`src/rtl/fetch_pkg.sv`:
```
// Shared definitions for the instruction-fetch front end: FSM encoding,
// reset PC default, word size and the bubble instruction.
package fetch_pkg;

    typedef enum logic [1:0] {
        S_IDLE = 2'd0,
        S_REQ  = 2'd1,
        S_HOLD = 2'd2
    } fetch_state_e;

    localparam logic [31:0] RESET_PC_DEFAULT = 32'h0000_0000;
    localparam logic [31:0] WORD_BYTES       = 32'd4;
    localparam logic [31:0] NOP_INSTR        = 32'h0000_0000;

endpackage

```
`src/rtl/pc_fetch_ctrl.sv`:
```
// Program counter and single-outstanding instruction-fetch controller.
// Optional misaligned-PC detection is enabled with `define PC_ALIGN_CHECK_EN.
module pc_fetch_ctrl
    import fetch_pkg::*;
#(
    parameter logic [31:0] RESET_PC = RESET_PC_DEFAULT
) (
    input  logic        Clk,
    input  logic        Reset,
    input  logic [31:0] NextPC,
    input  logic        Redirect,
    input  logic        Stall,
    output logic        ImemReq,
    output logic [31:0] ImemAddr,
    input  logic        ImemReady,
    input  logic [31:0] ImemData,
    output logic [31:0] PC,
    output logic [31:0] PCPlus4,
    output logic [31:0] InstrOut,
    output logic        InstrValid,
    output logic        AddrErr
);

    fetch_state_e state_q, state_d;
    logic [31:0]  pc_q, pc_d;
    logic         redir_pend_q, redir_pend_d;
    logic [31:0]  redir_tgt_q, redir_tgt_d;
    logic [31:0]  hold_buf_q, hold_buf_d;
    logic [31:0]  instr_q, instr_d;
    logic         valid_q, valid_d;
`ifdef PC_ALIGN_CHECK_EN
    logic         addr_err_q, addr_err_d;
`endif

    // Every PC write funnels through load_en/load_val so the alignment
    // check sees redirect targets and sequential addresses alike.
    logic         load_en;
    logic [31:0]  load_val;

    always_comb begin
        state_d      = state_q;
        redir_pend_d = redir_pend_q;
        redir_tgt_d  = redir_tgt_q;
        hold_buf_d   = hold_buf_q;
        instr_d      = instr_q;
        valid_d      = 1'b0;
        load_en      = 1'b0;
        load_val     = pc_q;

        case (state_q)
            S_IDLE: begin
                state_d = S_REQ;
            end

            S_REQ: begin
                if (Redirect && ImemReady) begin
                    load_en      = 1'b1;
                    load_val     = NextPC;
                    redir_pend_d = 1'b0;
                end else if (Redirect) begin
                    redir_tgt_d  = NextPC;
                    redir_pend_d = 1'b1;
                end else if (ImemReady && redir_pend_q) begin
                    load_en      = 1'b1;
                    load_val     = redir_tgt_q;
                    redir_pend_d = 1'b0;
                end else if (ImemReady && Stall) begin
                    hold_buf_d = ImemData;
                    state_d    = S_HOLD;
                end else if (ImemReady) begin
                    instr_d  = ImemData;
                    valid_d  = 1'b1;
                    load_en  = 1'b1;
                    load_val = NextPC;
                end
            end

            S_HOLD: begin
                if (Redirect) begin
                    load_en  = 1'b1;
                    load_val = NextPC;
                    state_d  = S_REQ;
                end else if (!Stall) begin
                    instr_d  = hold_buf_q;
                    valid_d  = 1'b1;
                    load_en  = 1'b1;
                    load_val = NextPC;
                    state_d  = S_REQ;
                end
            end

            default: begin
                state_d = S_IDLE;
            end
        endcase
    end

`ifdef PC_ALIGN_CHECK_EN
    always_comb begin
        pc_d       = pc_q;
        addr_err_d = addr_err_q;
        if (load_en) begin
            pc_d = {load_val[31:2], 2'b00};
            if (load_val[1:0] != 2'b00) begin
                addr_err_d = 1'b1;
            end
        end
    end
`else
    always_comb begin
        pc_d = pc_q;
        if (load_en) begin
            pc_d = load_val;
        end
    end
`endif

    always_ff @(posedge Clk or negedge Reset) begin
        if (!Reset) begin
            state_q      <= S_IDLE;
            pc_q         <= RESET_PC;
            redir_pend_q <= 1'b0;
            redir_tgt_q  <= '0;
            hold_buf_q   <= '0;
            instr_q      <= NOP_INSTR;
            valid_q      <= 1'b0;
        end else begin
            state_q      <= state_d;
            pc_q         <= pc_d;
            redir_pend_q <= redir_pend_d;
            redir_tgt_q  <= redir_tgt_d;
            hold_buf_q   <= hold_buf_d;
            instr_q      <= instr_d;
            valid_q      <= valid_d;
        end
    end

`ifdef PC_ALIGN_CHECK_EN
    always_ff @(posedge Clk or negedge Reset) begin
        if (!Reset) begin
            addr_err_q <= 1'b0;
        end else begin
            addr_err_q <= addr_err_d;
        end
    end

    assign AddrErr = addr_err_q;
`else
    assign AddrErr = 1'b0;
`endif

    // Request is decoded from registered state so reset drops it at once.
    assign ImemReq    = (state_q == S_REQ);
    assign ImemAddr   = pc_q;
    assign PC         = pc_q;
    assign PCPlus4    = pc_q + WORD_BYTES;
    assign InstrOut   = instr_q;
    assign InstrValid = valid_q;

endmodule

```
`config.mk`:
```
export PLATFORM = sky130hd
export DESIGN_NAME = pc_fetch_ctrl
export DESIGN_NICKNAME = d
export VERILOG_FILES = /design/src/rtl/fetch_pkg.sv /design/src/rtl/pc_fetch_ctrl.sv
export SDC_FILE = /design/constraint.sdc
export NUM_CORES = 1
export LEC_CHECK = 0
export ABC_AREA = 1
export BUFFER_PORTS_ARGS = -buffer_cell sky130_fd_sc_hd__buf_2
export CAP_MARGIN = 20
export CORE_ASPECT_RATIO = 0.7
export CORE_MARGIN = 3
export CORE_UTILIZATION = 35
export DETAILED_ROUTE_END_ITERATION = 16
export GPL_TIMING_DRIVEN = 0
export PLACE_DENSITY_LB_ADDON = 0.15
export SLEW_MARGIN = 10
export SYNTH_ARGS = -nofsm -noshare
export SYNTH_HDL_FRONTEND = slang
export SYNTH_SLANG_ARGS = --single-unit
```
`constraint.sdc`:
```
create_clock -name Clk -period 2 [get_ports Clk]
set_input_delay 0 -clock Clk [delete_from_list [all_inputs] [get_ports Clk]]
set_output_delay 0 -clock Clk [all_outputs]
set_load 0.02 [all_outputs]
```
Word-level counts from Yosys, hierarchy flattened --
Index checks and enable logic that the tools add are counted.
Word-level totals: register bits 132, output and inout bits 131, word-level logic and storage cells 76
Cells by class: $add $sub $neg 1, equality and inequality tests 14, multiplexer cells 39, bitwise logic cells 3, reductions and logical operators 12
Operators with widths (count):
- 2-to-1 mux 32 bit | 14
- one-hot mux 32 bit (2 select lines) | 2
- adder 32 x 3 -> 32 bit (second input constant) | 1
- 2-to-1 mux 1 bit | 14
- 2-to-1 mux 2 bit | 6
- != test 2 bit (second input constant) | 6
- AND reduction 5 bit | 2
- AND reduction 8 bit | 1
- one-hot mux 2 bit (3 select lines) | 1
- AND reduction 6 bit | 1
- != test 2 x 1 -> 1 bit (second input constant) | 2
- != test 4 x 1 -> 1 bit (second input constant) | 1
- != test 4 bit (second input constant) | 1
- one-hot mux 1 bit (2 select lines) | 2
- logical AND 1 bit | 3
- != test 3 x 2 -> 1 bit (second input constant) | 1
- != test 3 bit (second input constant) | 1
- NOT 1 bit | 3
- AND reduction 3 bit | 1
- nonzero test 3 bit | 1
- == test 2 x 1 -> 1 bit (second input constant) | 1
- == test 2 bit (second input constant) | 1
- zero test 2 bit | 1
- AND reduction 2 bit | 1
- nonzero test 2 bit | 1

Longest topological paths before layout --
depth in word-level cells 7, depth in mapped cells 11, gate-level depth less buffers 9

Worst setup path after synthesis --
Ideal clock, no wire load.
path type reg2reg, from register state_q[1], to register pc_q[2], in the netlist ImemAddr[2], setup time 0.118 ns, arrival time 1.645 ns, slack 0.237 ns, stages on the path, launching flop included 12, buffers on the path 2, cell sequence dfrtp_1 inv_1 ha_1 buf_2 nor2_1 nor2_1 nand2_1 nor2_2 nand2_1 buf_2 nand2_1 nand2_1
Between the ends: cells in the longest elaborated chain, start to end 3, elaborated cells between the ends (all ways) 10, classes of those cells 6 x eq/ne; 2 x mux; 2 x reduce/logical
Ends and longest elaborated chain:
- start, declared | RTL line pc_fetch_ctrl.sv:24 | fetch_state_e state_q, state_d;
- start signal, assigned | RTL line pc_fetch_ctrl.sv:128 | state_q <= state_d;
- == test 2 x 1 -> 1 bit *
- via ImemReq | RTL line pc_fetch_ctrl.sv:13 | output logic ImemReq,
- != test 4 bit (no line), or another cell as far along
- AND reduction 6 bit (no line)
- end signal, assigned | RTL line pc_fetch_ctrl.sv:129 | pc_q <= pc_d;
- end, declared | RTL line pc_fetch_ctrl.sv:25 | logic [31:0] pc_q, pc_d;
The timed path passes the listed nets; every way through them passes the cells marked *. A chain may end at the register's enable or synchronous reset.

Final worst setup path --
from register pc_q[3], in the netlist ImemAddr[3], to output PCPlus4[11]
Between the ends: cells in the longest elaborated chain, start to end 1
Ends and longest elaborated chain:
- adder 32 x 3 -> 32 bit | RTL line pc_fetch_ctrl.sv:156 | assign PCPlus4 = pc_q + WORD_BYTES;
- end, declared | RTL line pc_fetch_ctrl.sv:18 | output logic [31:0] PCPlus4,
Every way passes these cells.

==> metrics.md <==
| Metric | Value |
|---|---|
| Status | `finished, final reports clean` |
| Clk_skew | `~0.010 ns` |
| Global-route usage over all layers | `0.208` |
| Register bit total from synthesis | `roughly 130` |
| Final net count | `1,370` |
| CTS tree | `done` |
| Final Setup Violations | `0` |
| Cell Int Power | `approximately 8.2 mW` |
| Die X | `~180 um` |
| Final WL | `roughly 23,000 um` |
| Clk pwr share | `0.202` |
| Clock-pin slew on the worst setup and hold paths | `0.06 ns` |
| Inserted Clock Buffers | `17` |
| Post-route ant nets | `0` |
| Most common cell after layout, fill and taps aside | `nand2_1` |
| Fin util | `0.511` |
| Initial antenna violation count | `1` |
| H-tree levels | `4` |
| Clock Sinks | `roughly 130` |
| Final Hold Vio Count | `0` |
| Fmax | `between 500 and 600 MHz` |
| Worst VDD drop | `approximately 660 uV` |
| Port Buffers | `197` |
| Number of iterations in the first detailed-routing pass | `5` |
| Switching power of the nets | `just under 7 mW` |
| Vias in the first global route | `6,960` |
| Share of layout cells above drive strength 1 | `0.274` |
| Synthesized cell area | `approximately 7100 um2` |
| Switching Fraction | `0.451` |
| Area delta synth->final | `39.7%` |
| Leak pwr | `5.40 nW` |
| Critical Path RT | `~2.0 ns` |
| Synthesized instance count | `~1k` |
| Total number of vias | `7,374` |
| Syn_area_per_cell | `approximately 7 um2` |
| Die Ht | `between 100 and 150 um` |
| CP Class | `register to output pin` |
| Initial DRC Count | `roughly 630` |
| GR Overflow Total | `0` |
| Most frequent cells in the layout | `nand2_1, buf_2, dfrtp_1` |
| Power per Cell Area | `roughly 1500 nW/um2` |
| Placed inst area | `8470 um2` |
| Io pins | `200` |
| Die area | `between 20,000 and 25,000 um2` |
| Final instance area | `between 9000 and 10,000 um2` |
| First-pass GRT wire length | `between 30,000 and 40,000 um` |
| Unrepaired setup endpoints after global routing | `yes` |
| Worst-Skew Late Latency | `around 0.42 ns` |
| Initial Util | `0.366` |
| Site Rows | `42` |
| Worst slew pin tran | `between 0.5 and 0.6 ns` |
| Routed WL per cell | `approximately 14 um` |
| Register area share after synthesis | `0.464` |
| Root Buffer | `clkbuf_16` |
| Fin crit share | `0.954` |
| Routability Congestion | `0.865` |
| Hpwl dp | `16,300 um` |
| Slew HR | `0.603` |
| Period minus WS final | `approximately 1.9 ns` |
| Drc violations | `0` |
| Vias per inst | `about 4.7` |
| Core area | `19,400 um2` |
| Yosys warning total | `0` |
| Largest cells by area after synthesis | `dfrtp_1, nand2_1, nand3_1, buf_4, o21ai_0` |
| Post-Syn Nets | `1,076` |
| Sequential Power Share | `0.340` |
| Critical path peak fanout | `6` |
| Max Slew Vio Count | `0` |
| Clk buf depth | `2` |
| Min-Delay Path Class | `input port to asynchronous set/reset pin` |
| Arrival @ worst endpoint | `around 1.9 ns` |
| Share of the synthesized area in the top cell type | `0.464` |
| Area leader, netlist | `dfrtp_1` |
| Critical Path Start Type | `register` |
| Logic gate share of total power | `0.458` |
| Largest net degree at the start of global routing | `73` |
| Max-cap violations | `0` |
| Netlist cell types | `21` |
| Crit. End Element | `output pin` |
-- cell type report --
type	count	area, um2
multi-input cells	726	3190
well taps	264	330
diodes	1	2.50
flip-flops and latches	132	3320
clock buffers	17	425
clock inverters	15	146
fillers	1979	9500
repair buffers	276	1800
inverters	61	229
plain buffers	83	510
-- state kept, by name (all words and copies together), names as in the netlist --
name          cells
hold_buf_q       32
state_q           2
InstrValid        1
redir_pend_q      1
InstrOut         32
ImemAddr         32
redir_tgt_q      32
-- what timing repair did --
action / in CTS / in global routing
pin swaps: 0 / 1
hold buffers: 70 / 0
endpoints found under the hold margin: 190 / 0
setup endpoints to repair: 42 / 97
resized for setup: 9 / 48
buffers inserted: 2 / 6
-- per-layer routing --
metal  track usage  up-vias  share of wire
met5             0        -              0
met4        0.0559        0          0.010
met3        0.0415       19          0.075
met2         0.293      263           0.41
met1         0.323     3404           0.51
li1              -     3688              -
-- logic make-up after synthesis --
logic type / count (synthesis) / share of synthesized area
fa+ha+maj: 4 / 0.00703
simple gates: 637 / 0.359
flops: 132 / 0.464
xor+xnor: 15 / 0.0185
compound gates: 69 / 0.0491
other cells: 1 / 0.000527
buf+inv: 145 / 0.102
-- critical path: stages, from the launching register on --
cell	delay, ns
dfrtp_2	0.48
nand2_1	0.11
nor2_1	0.18
nand2_1	0.13
nor2_2	0.24
xor2_1	0.17
buf_2	0.18
-- worst paths after layout --
check / from / endpoint / slack [ns] / cells past startpoint
worst max-delay path: ImemAddr[3]$_DFFE_PN0P_ / PCPlus4[11] / 0.09 / 6
worst min-delay path: Reset / InstrOut[26]$_DFFE_PN0P_ / 0.11 / 2
worst max register to register: state_q[1]$_DFFE_PN0P_ / redir_tgt_q[0]$_DFFE_PN0P_ / 0.12 / 8
worst min register to register: InstrOut[0]$_DFFE_PN0P_ / InstrOut[0]$_DFFE_PN0P_ / 0.46 / 2
max in group asynchronous: Reset / redir_tgt_q[29]$_DFFE_PN0P_ / 1.12 / 3
min in group Clk: NextPC[30] / redir_tgt_q[30]$_DFFE_PN0P_ / 0.34 / 4
-- power groups by stage --
stage	sequential, mW	combinational, mW	clock [mW]
final	5.10	6.88	3.04
after global routing	5.27	7.64	3.23
after global placement	5.12	6.42	0
after detailed placement	5.13	6.51	0
after floorplan	5.47	3.77	0
after CTS	5.10	6.71	3.11
-- metrics by stage --
stage          hold WS (ns)  power (mW)  instances  setup TNS (ns)  setup slack (ns)
2_1_floorplan        -0.296        9.24       1003               0             0.237
4_1_cts               0.129        14.9       1569               0           0.00194
5_1_grt               0.163        16.1       1575          -0.167           -0.0646
6_report              0.110        15.0       1575               0            0.0916
3_5_place_dp         0.0165        11.6       1465         -0.0446           -0.0106
3_3_place_gp          0.220        11.5       1464         -132.63             -1.01
-- cells in the mapped netlist --
master and count:
a21oi_1 2, a21oi_2 1, buf_2 39, buf_4 35, clkbuf_1 10, conb_1 1
dfrtp_1 132, ha_1 4, inv_1 55, inv_2 6, nand2_1 461, nand2_2 1
nand3_1 116, nand4_1 1, nor2_1 55, nor2_2 2, nor2_4 1, o21ai_0 44
o21ai_1 22, xnor2_1 6, xor2_1 9
Note: power is estimated with default switching activity, not from simulation.
